File: src/rtl/vga_window_reader_if.sv
// ---------------------------------------------------------------------------
// vga_window_reader_if
//   Read port between the VGA window reader and its synchronous frame memory.
//
//   frame_addr : word address of the pixel being fetched
//   rd_en      : read strobe, high for every in-window pixel
//   vga_in     : read data, valid MEM_LAT cycles after frame_addr
//
//   master : the reader (drives address/strobe, receives data)
//   slave  : the memory (receives address/strobe, drives data)
// ---------------------------------------------------------------------------
interface vga_window_reader_if #(
    parameter int ADDR_W = 17
);
    logic [ADDR_W-1:0] frame_addr;
    logic              rd_en;
    logic [15:0]       vga_in;

    modport master (
        output frame_addr,
        output rd_en,
        input  vga_in
    );

    modport slave (
        input  frame_addr,
        input  rd_en,
        output vga_in
    );
endinterface

File: src/rtl/vga_window_reader.sv
// ---------------------------------------------------------------------------
// vga_window_reader
//   VGA timing generator plus framebuffer window reader. A WIN_W x WIN_H
//   image is fetched from a synchronous-read memory and placed at
//   (win_x, win_y) inside the active area; other active pixels show
//   bg_color. Syncs, data-enable and colour are all delayed by the memory
//   read latency so they arrive at the pins together (MEM_LAT+2 cycles
//   after the raw counter value).
//
// Ports
//   clk, rst_n          pixel clock, asynchronous active-low reset
//   en                  timing enable (low: counters held at 0, output blank)
//   win_x, win_y        window position, latched at the last pixel of a frame
//   bg_color            RGB565 colour for active pixels outside the window
//   mem                 frame memory read port (frame_addr, rd_en, vga_in)
//   vga_red/green/blue  RGB565 colour to the DAC
//   vga_hsync/vsync     syncs, active level set by HSYNC_POL / VSYNC_POL
//   vga_de              active-video flag
//   frame_start         one-cycle pulse with output pixel (0,0)
//   h_cnt, v_cnt        raw stage-0 counters
// ---------------------------------------------------------------------------
module vga_window_reader #(
    parameter int H_ACTIVE  = 640,
    parameter int H_FP      = 16,
    parameter int H_SYNC    = 96,
    parameter int H_BP      = 48,
    parameter int V_ACTIVE  = 480,
    parameter int V_FP      = 10,
    parameter int V_SYNC    = 2,
    parameter int V_BP      = 33,
    parameter int HSYNC_POL = 0,
    parameter int VSYNC_POL = 0,
    parameter int WIN_W     = 320,
    parameter int WIN_H     = 240,
    parameter int ADDR_W    = 17,
    parameter int MEM_LAT   = 1,
    parameter int GRAY_MODE = 0
) (
    input  logic                 clk,
    input  logic                 rst_n,
    input  logic                 en,
    input  logic [9:0]           win_x,
    input  logic [9:0]           win_y,
    input  logic [15:0]          bg_color,
    vga_window_reader_if.master  mem,
    output logic [4:0]           vga_red,
    output logic [5:0]           vga_green,
    output logic [4:0]           vga_blue,
    output logic                 vga_hsync,
    output logic                 vga_vsync,
    output logic                 vga_de,
    output logic                 frame_start,
    output logic [9:0]           h_cnt,
    output logic [9:0]           v_cnt
);

    localparam int HT       = H_ACTIVE + H_FP + H_SYNC + H_BP;
    localparam int VT       = V_ACTIVE + V_FP + V_SYNC + V_BP;
    localparam int HS_START = H_ACTIVE + H_FP;
    localparam int HS_STOP  = HS_START + H_SYNC;
    localparam int VS_START = V_ACTIVE + V_FP;
    localparam int VS_STOP  = VS_START + V_SYNC;
    // flag pipeline depth: flags meet vga_in, which trails frame_addr by MEM_LAT
    localparam int DLY      = MEM_LAT + 1;

    localparam logic [9:0] H_LAST = 10'(HT - 1);
    localparam logic [9:0] V_LAST = 10'(VT - 1);
    localparam logic [9:0] H_ACT  = 10'(H_ACTIVE);
    localparam logic [9:0] V_ACT  = 10'(V_ACTIVE);
    localparam logic       HS_ON  = 1'(HSYNC_POL);
    localparam logic       VS_ON  = 1'(VSYNC_POL);

    typedef struct packed {
        logic active;
        logic in_win;
        logic hs;
        logic vs;
        logic fs;
    } flags_t;

    // ------------------------------------------------------------------
    // Stage 0: counters and window registers
    // ------------------------------------------------------------------
    // en is registered so a rising en restarts cleanly at (0,0) on the
    // following cycle with counters that were already held at zero.
    logic       en_q;
    logic [9:0] wx;
    logic [9:0] wy;
    logic       eol;
    logic       eof;

    assign eol = (h_cnt == H_LAST);
    assign eof = eol && (v_cnt == V_LAST);

    always_ff @(posedge clk or negedge rst_n) begin
        if (!rst_n) begin
            en_q  <= 1'b0;
            h_cnt <= '0;
            v_cnt <= '0;
        end else begin
            en_q <= en;
            if (!en_q) begin
                h_cnt <= '0;
                v_cnt <= '0;
            end else if (eol) begin
                h_cnt <= '0;
                v_cnt <= eof ? '0 : v_cnt + 10'd1;
            end else begin
                h_cnt <= h_cnt + 10'd1;
            end
        end
    end

    // window position only changes between frames
    always_ff @(posedge clk or negedge rst_n) begin
        if (!rst_n) begin
            wx <= '0;
            wy <= '0;
        end else if (en_q && eof) begin
            wx <= win_x;
            wy <= win_y;
        end
    end

    // 11-bit window bounds so wx+WIN_W cannot wrap
    logic [10:0] wx_end;
    logic [10:0] wy_end;
    logic        col_in;
    logic        row_in;
    flags_t      f0;

    assign wx_end = {1'b0, wx} + 11'(WIN_W);
    assign wy_end = {1'b0, wy} + 11'(WIN_H);
    assign col_in = (h_cnt >= wx) && ({1'b0, h_cnt} < wx_end);
    assign row_in = (v_cnt >= wy) && ({1'b0, v_cnt} < wy_end);

    always_comb begin
        f0        = '0;
        f0.active = en_q && (h_cnt < H_ACT) && (v_cnt < V_ACT);
        f0.in_win = f0.active && col_in && row_in;
        f0.hs     = en_q && (h_cnt >= 10'(HS_START)) && (h_cnt < 10'(HS_STOP));
        f0.vs     = en_q && (v_cnt >= 10'(VS_START)) && (v_cnt < 10'(VS_STOP));
        f0.fs     = en_q && (h_cnt == '0) && (v_cnt == '0);
    end

    // ------------------------------------------------------------------
    // Stage 1: address generation
    // ------------------------------------------------------------------
    // rd_q is the previous pixel's in_win, so rd_q low marks the first
    // window pixel of a row. row_base advances for every window line even
    // when it is clipped, keeping the WIN_W stride.
    logic [ADDR_W-1:0] addr_q;
    logic [ADDR_W-1:0] row_base;
    logic              rd_q;

    always_ff @(posedge clk or negedge rst_n) begin
        if (!rst_n) begin
            addr_q   <= '0;
            rd_q     <= 1'b0;
            row_base <= '0;
        end else begin
            rd_q <= f0.in_win;
            if (f0.in_win) begin
                addr_q <= rd_q ? addr_q + 1'b1 : row_base;
            end
            if (!en_q || eof) begin
                row_base <= '0;
            end else if (eol && row_in) begin
                row_base <= row_base + ADDR_W'(WIN_W);
            end
        end
    end

    assign mem.frame_addr = addr_q;
    assign mem.rd_en      = rd_q;

    // ------------------------------------------------------------------
    // Flag delay line and output register
    // ------------------------------------------------------------------
    flags_t pipe [DLY];

    always_ff @(posedge clk or negedge rst_n) begin
        if (!rst_n) begin
            for (int unsigned i = 0; i < DLY; i++) begin
                pipe[i] <= '0;
            end
        end else begin
            pipe[0] <= f0;
            for (int unsigned i = 1; i < DLY; i++) begin
                pipe[i] <= pipe[i-1];
            end
        end
    end

    flags_t      last;
    logic [15:0] px;
    logic [15:0] colour;

    always_comb begin
        last = pipe[DLY-1];
        if (GRAY_MODE != 0) begin
            px = {mem.vga_in[7:3], mem.vga_in[7:2], mem.vga_in[7:3]};
        end else begin
            px = mem.vga_in;
        end
        if (!last.active) begin
            colour = '0;
        end else if (last.in_win) begin
            colour = px;
        end else begin
            colour = bg_color;
        end
    end

    always_ff @(posedge clk or negedge rst_n) begin
        if (!rst_n) begin
            vga_red     <= '0;
            vga_green   <= '0;
            vga_blue    <= '0;
            vga_hsync   <= ~HS_ON;
            vga_vsync   <= ~VS_ON;
            vga_de      <= 1'b0;
            frame_start <= 1'b0;
        end else begin
            vga_red     <= colour[15:11];
            vga_green   <= colour[10:5];
            vga_blue    <= colour[4:0];
            vga_hsync   <= last.hs ? HS_ON : ~HS_ON;
            vga_vsync   <= last.vs ? VS_ON : ~VS_ON;
            vga_de      <= last.active;
            frame_start <= last.fs;
        end
    end

endmodule
File: src/flat_wrapper.sv
// flat-port wrapper written by rule: the top's interface ports become plain ports
module vga_window_reader_flat 
#(
    parameter int H_ACTIVE  = 640,
    parameter int H_FP      = 16,
    parameter int H_SYNC    = 96,
    parameter int H_BP      = 48,
    parameter int V_ACTIVE  = 480,
    parameter int V_FP      = 10,
    parameter int V_SYNC    = 2,
    parameter int V_BP      = 33,
    parameter int HSYNC_POL = 0,
    parameter int VSYNC_POL = 0,
    parameter int WIN_W     = 320,
    parameter int WIN_H     = 240,
    parameter int ADDR_W    = 17,
    parameter int MEM_LAT   = 1,
    parameter int GRAY_MODE = 0
)
  (clk, rst_n, en, win_x, win_y, bg_color, vga_red, vga_green, vga_blue, vga_hsync, vga_vsync, vga_de, frame_start, h_cnt, v_cnt, mem_frame_addr, mem_rd_en, mem_vga_in);
  vga_window_reader_if #(.ADDR_W(ADDR_W)) mem_i ();
  input  logic clk;
  input  logic rst_n;
  input  logic en;
  input  logic [9:0] win_x;
  input  logic [9:0] win_y;
  input  logic [15:0] bg_color;
  output logic [4:0] vga_red;
  output logic [5:0] vga_green;
  output logic [4:0] vga_blue;
  output logic vga_hsync;
  output logic vga_vsync;
  output logic vga_de;
  output logic frame_start;
  output logic [9:0] h_cnt;
  output logic [9:0] v_cnt;
  output wire logic [$bits(mem_i.frame_addr)-1:0] mem_frame_addr;
  output wire logic [$bits(mem_i.rd_en)-1:0] mem_rd_en;
  input wire logic [$bits(mem_i.vga_in)-1:0] mem_vga_in;
  assign mem_frame_addr = mem_i.frame_addr;
  assign mem_rd_en = mem_i.rd_en;
  assign mem_i.vga_in = mem_vga_in;
  vga_window_reader #(.H_ACTIVE(H_ACTIVE), .H_FP(H_FP), .H_SYNC(H_SYNC), .H_BP(H_BP), .V_ACTIVE(V_ACTIVE), .V_FP(V_FP), .V_SYNC(V_SYNC), .V_BP(V_BP), .HSYNC_POL(HSYNC_POL), .VSYNC_POL(VSYNC_POL), .WIN_W(WIN_W), .WIN_H(WIN_H), .ADDR_W(ADDR_W), .MEM_LAT(MEM_LAT), .GRAY_MODE(GRAY_MODE)) u_core (.clk(clk), .rst_n(rst_n), .en(en), .win_x(win_x), .win_y(win_y), .bg_color(bg_color), .mem(mem_i), .vga_red(vga_red), .vga_green(vga_green), .vga_blue(vga_blue), .vga_hsync(vga_hsync), .vga_vsync(vga_vsync), .vga_de(vga_de), .frame_start(frame_start), .h_cnt(h_cnt), .v_cnt(v_cnt));
endmodule
File: config.mk
export PLATFORM = sky130hd
export DESIGN_NAME = vga_window_reader_flat
export DESIGN_NICKNAME = d
export VERILOG_FILES = /design/src/rtl/vga_window_reader_if.sv /design/src/rtl/vga_window_reader.sv /design/src/flat_wrapper.sv
export SDC_FILE = /design/constraint.sdc
export NUM_CORES = 1
export LEC_CHECK = 0
export ABC_AREA = 1
export CAP_MARGIN = 20
export CORE_ASPECT_RATIO = 1.25
export CORE_UTILIZATION = 57
export DETAILED_ROUTE_END_ITERATION = 10
export PLACE_DENSITY_LB_ADDON = 0.08
export SETUP_SLACK_MARGIN = 0.4
export SLEW_MARGIN = 20
export SYNTH_ARGS = -nofsm -noshare
export SYNTH_HDL_FRONTEND = slang
export SYNTH_SLANG_ARGS = --single-unit
File: constraint.sdc
create_clock -name clk -period 3.8 [get_ports clk]
set_input_delay 0.57 -clock clk [delete_from_list [all_inputs] [get_ports clk]]
set_output_delay 0.57 -clock clk [all_outputs]
set_load 0.05 [all_outputs]
==> results.sh <==
export IMPL_route_detailed_drc=0
export IMPL_finish_utilization_pct=73.4
export IMPL_syn_inst=800
export IMPL_syn_area_per_cell_um2=7.40
export IMPL_p_clk_share_pct=42.5
export IMPL_fmax_mhz=347
export IMPL_setup_viol=0
export IMPL_slew_violations=0
export IMPL_synth_nets=893
export IMPL_synthArstFlopShare_pct=100
export IMPL_clk_latency_ns=0.35
export IMPL_grt_pass1_wl_um=23900
export IMPL_fin_skew_ns=0.00703
export IMPL_grt_max_degree=37
export IMPL_reg2reg_from="u_core.wy[6]"
export IMPL_period_share_pct=75.7
export IMPL_row_count=41
export IMPL_fp_dieH_um=116
export IMPL_synth_most_common_cell="nand2_1"
export IMPL_status="finished clean"
export IMPL_leakagePower_nw=3.72
export IMPL_worst_slew_pin_slew_ns=0.874
export IMPL_track_usage_pct=28.1
export IMPL_synth_top_area_share_pct=41.0
export IMPL_overflow=0
export IMPL_reg2reg_slack_ns=0.92
export IMPL_hold_path_class="input port to asynchronous set/reset pin"
export IMPL_ys_types=30
export IMPL_place_ws_ns=0.956
export IMPL_area_growth_pct=25.3
export IMPL_seqPwrFrac_pct=48.4
export IMPL_io_pins=113
export IMPL_gp_congestion=0.907
export IMPL_power_switching_mw=0.542
export IMPL_combinationalPowerShare_pct=9.1
export IMPL_power_mw=2.23
export IMPL_worst_setup_path_type="flip-flop to flip-flop"
export IMPL_fillers=824
export IMPL_hold_viol_final=0
export IMPL_postCtsResizedCells=0
export IMPL_synth_ff_type="dfrtp_1"
export IMPL_setup_ws_ns=0.922
export IMPL_num_antenna_cells=0
export IMPL_path_cells="inv_1, nand3_1, o21ai_0, xor2_1, ha_1, a21oi_1, nand2_1, nand2_1, nand2_1, nor2_2, nand2_4, nand2_1, nand2_1"
export IMPL_wl_per_cell_um=13.7
export IMPL_grt_pass1_vias=5384
export IMPL_core_mm2=0.0101
export IMPL_timing_rr_end="u_core.mem.frame_addr[5]"
export IMPL_synth_seq_area_share_pct=41.9
export IMPL_synth_area_top_cells="dfrtp_1 41%, nand2_1 15%, ha_1 8.0%"
export IMPL_synth_area_mm2=0.00592
export IMPL_rsz0062_at_grt="no"
export IMPL_synth_seq_cells=99
export IMPL_postRouteAntennaNets=0
export IMPL_synth_top_cell_by_area="dfrtp_1"
export IMPL_endpoint_kind="flip-flop"
export IMPL_synth_warnings=0
export IMPL_die_w_um=93.1
export IMPL_rr_worst_depth=13
export IMPL_cts_htree_levels=3
export IMPL_power_internal_mw=1.69
export IMPL_required_ns=4.03
export IMPL_peakVddDrop_mv=0.212
export IMPL_drt_total_wl_um=14200
export IMPL_dr_pass1_iters=5
export IMPL_min_period_ns=2.88
export IMPL_cts_buffers=9
export IMPL_crit_path_max_fanout=20
export IMPL_maxCapViolations=0
export IMPL_num_vias=5569
export IMPL_worst_path_max_delay_cell="nor2_2"
export IMPL_slew_headroom_pct=41.5
export IMPL_p_sw_share_pct=24.3
export IMPL_critPathTopFamily="simple AND/OR/NAND/NOR gates"
export IMPL_cts_sinks=99
export IMPL_tns_ns=0
export IMPL_detail_route_iter0_violations=201
export IMPL_path_common_cell="nand2_1"
export IMPL_dpl_hpwl_um=10400
export IMPL_dieArea_mm2=0.0108
export IMPL_layout_drive_gt1_share_pct=4.83
export IMPL_fin_nets=999
export IMPL_cts_hold_buf=0
export IMPL_arrival_ns=3.11
export IMPL_slowest_delay_ns=0.66
export IMPL_synth_edff_count=0
export IMPL_vias_per_cell=5.35
export IMPL_port_buffers=112
export IMPL_power_density_mw_per_mm2=301
export IMPL_start_util_pct=58.6
export IMPL_cts_setup_buffers=0
export IMPL_fin_hold_ws_ns=0.147
export IMPL_cts_tree="done"
export IMPL_grt_antenna_before_repair=0
export IMPL_clk_path_buf_depth=2
export IMPL_synthTopCellsByCount="235 x nand2_1, 97 x dfrtp_1, 94 x nor2_1"
export IMPL_path_clk_slew_ns=0.07
export IMPL_start_kind="flip-flop"
export IMPL_clock_root_buffer="clkbuf_16"
export IMPL_path_buf_inv=1
[flip-flops by register name, summed over array words and instances, names as in the netlist, 6 cells and up]
signal / count
u_core.row_base: 11
u_core.v_cnt: 10
u_core.h_cnt: 10
u_core.wx: 10
u_core.vga_green: 6
u_core.wy: 10
u_core.mem.frame_addr: 17
[stage by stage]
step / instance area (um2) / std cells
global placement: 7110 / 1024
detailed placement: 7110 / 1024
finish: 7420 / 1040
global route: 7420 / 1040
floorplan: 5920 / 800
CTS: 7420 / 1040
[final cells by class]
type	instances	area [um2]	share of cell area, %
clock buffer	10	239	3.22
clock inverter	6	72.6	0.978
inverter	88	330	4.45
multi-input combinational	590	2970	40.1
sequential	99	2480	33.4
tap	129	161	2.18
timing repair buffer	118	1160	15.7
[layer usage]
metal	up-vias	wire length [um]	track usage (%)	share of wire, %
li1	2798	-	-	-
met2	163	7420	51.7	52
met3	22	671	4.40	4.7
met4	0	256	10.2	1.8
met5	-	0	0	0
met1	2586	5850	32.9	41
[cells in the final DEF (no fill, tap or decap)]
cell type,instances
nand2_1,235
clkdlybuf4s50_1,111
dfrtp_1,97
nor2_1,94
nand3_1,92
inv_1,81
ha_1,38
o21ai_0,33
a21oi_1,25
nand4_1,18
nor3_1,15
xor2_1,13
clkbuf_16,9
inv_2,7
buf_4,7
nor4_1,4
nand3b_1,4
or2_2,4
nor2_2,3
xnor2_1,2
o21bai_1,2
a21o_1,2
inv_6,2
clkinv_4,2
dfstp_2,2
nand4_2,1
nand3_2,1
nor2_4,1
nand2_4,1
a2111oi_0,1
o21ai_2,1
bufinv_16,1
clkbuf_8,1
clkinvlp_4,1
[logic make-up (layout without fill, tap and decap cells)]
group | after synthesis | after routing | share of synthesized area [%]
AND/OR/NAND/NOR | 473 | 473 | 34.2
buffers and inverters | 111 | 222 | 7.89
flip-flops | 99 | 99 | 41.9
AO/OA/AOI/OAI | 64 | 64 | 5.71
adder cells (fa/ha/maj) | 38 | 38 | 8.03
XOR/XNOR | 15 | 15 | 2.22
[how the worst max path moves through the flow]
| stage | from | endpoint | slack (ns) | cells past startpoint |
|---|---|---|---|---|
| after floorplan | u_core.v_cnt[0] | u_core.mem.frame_addr[15] | 1.64 | 12 |
| after global placement | u_core.wy[6] | u_core.mem.frame_addr[14] | 1.10 | 13 |
| after detailed placement | u_core.wy[6] | u_core.mem.frame_addr[5] | 0.96 | 13 |
| after CTS | u_core.wy[6] | u_core.mem.frame_addr[5] | 0.93 | 13 |
| after global routing | u_core.wy[6] | u_core.mem.frame_addr[10] | 0.57 | 13 |
| final | u_core.wy[6] | u_core.mem.frame_addr[5] | 0.92 | 13 |
[power groups by stage]
stage                     Sequential (mW)  Clock, mW  Combinational, mW
after floorplan                      1.15          0             0.0381
after global placement               1.10          0              0.200
after detailed placement             1.10          0              0.203
after CTS                            1.08      0.964              0.205
after global routing                 1.08       1.00              0.217
final                                1.08      0.950              0.202
[worst register-to-register path, stage by stage (launching register included)]
cell and delay [ns]:
dfrtp_1 0.41, inv_1 0.11, nand3_1 0.11, o21ai_0 0.21, xor2_1 0.17, ha_1 0.27, a21oi_1 0.15, nand2_1 0.06
nand2_1 0.08, nand2_1 0.07, nor2_2 0.66, nand2_4 0.28, nand2_1 0.13, nand2_1 0.06
(Power assumes the default switching activity.)
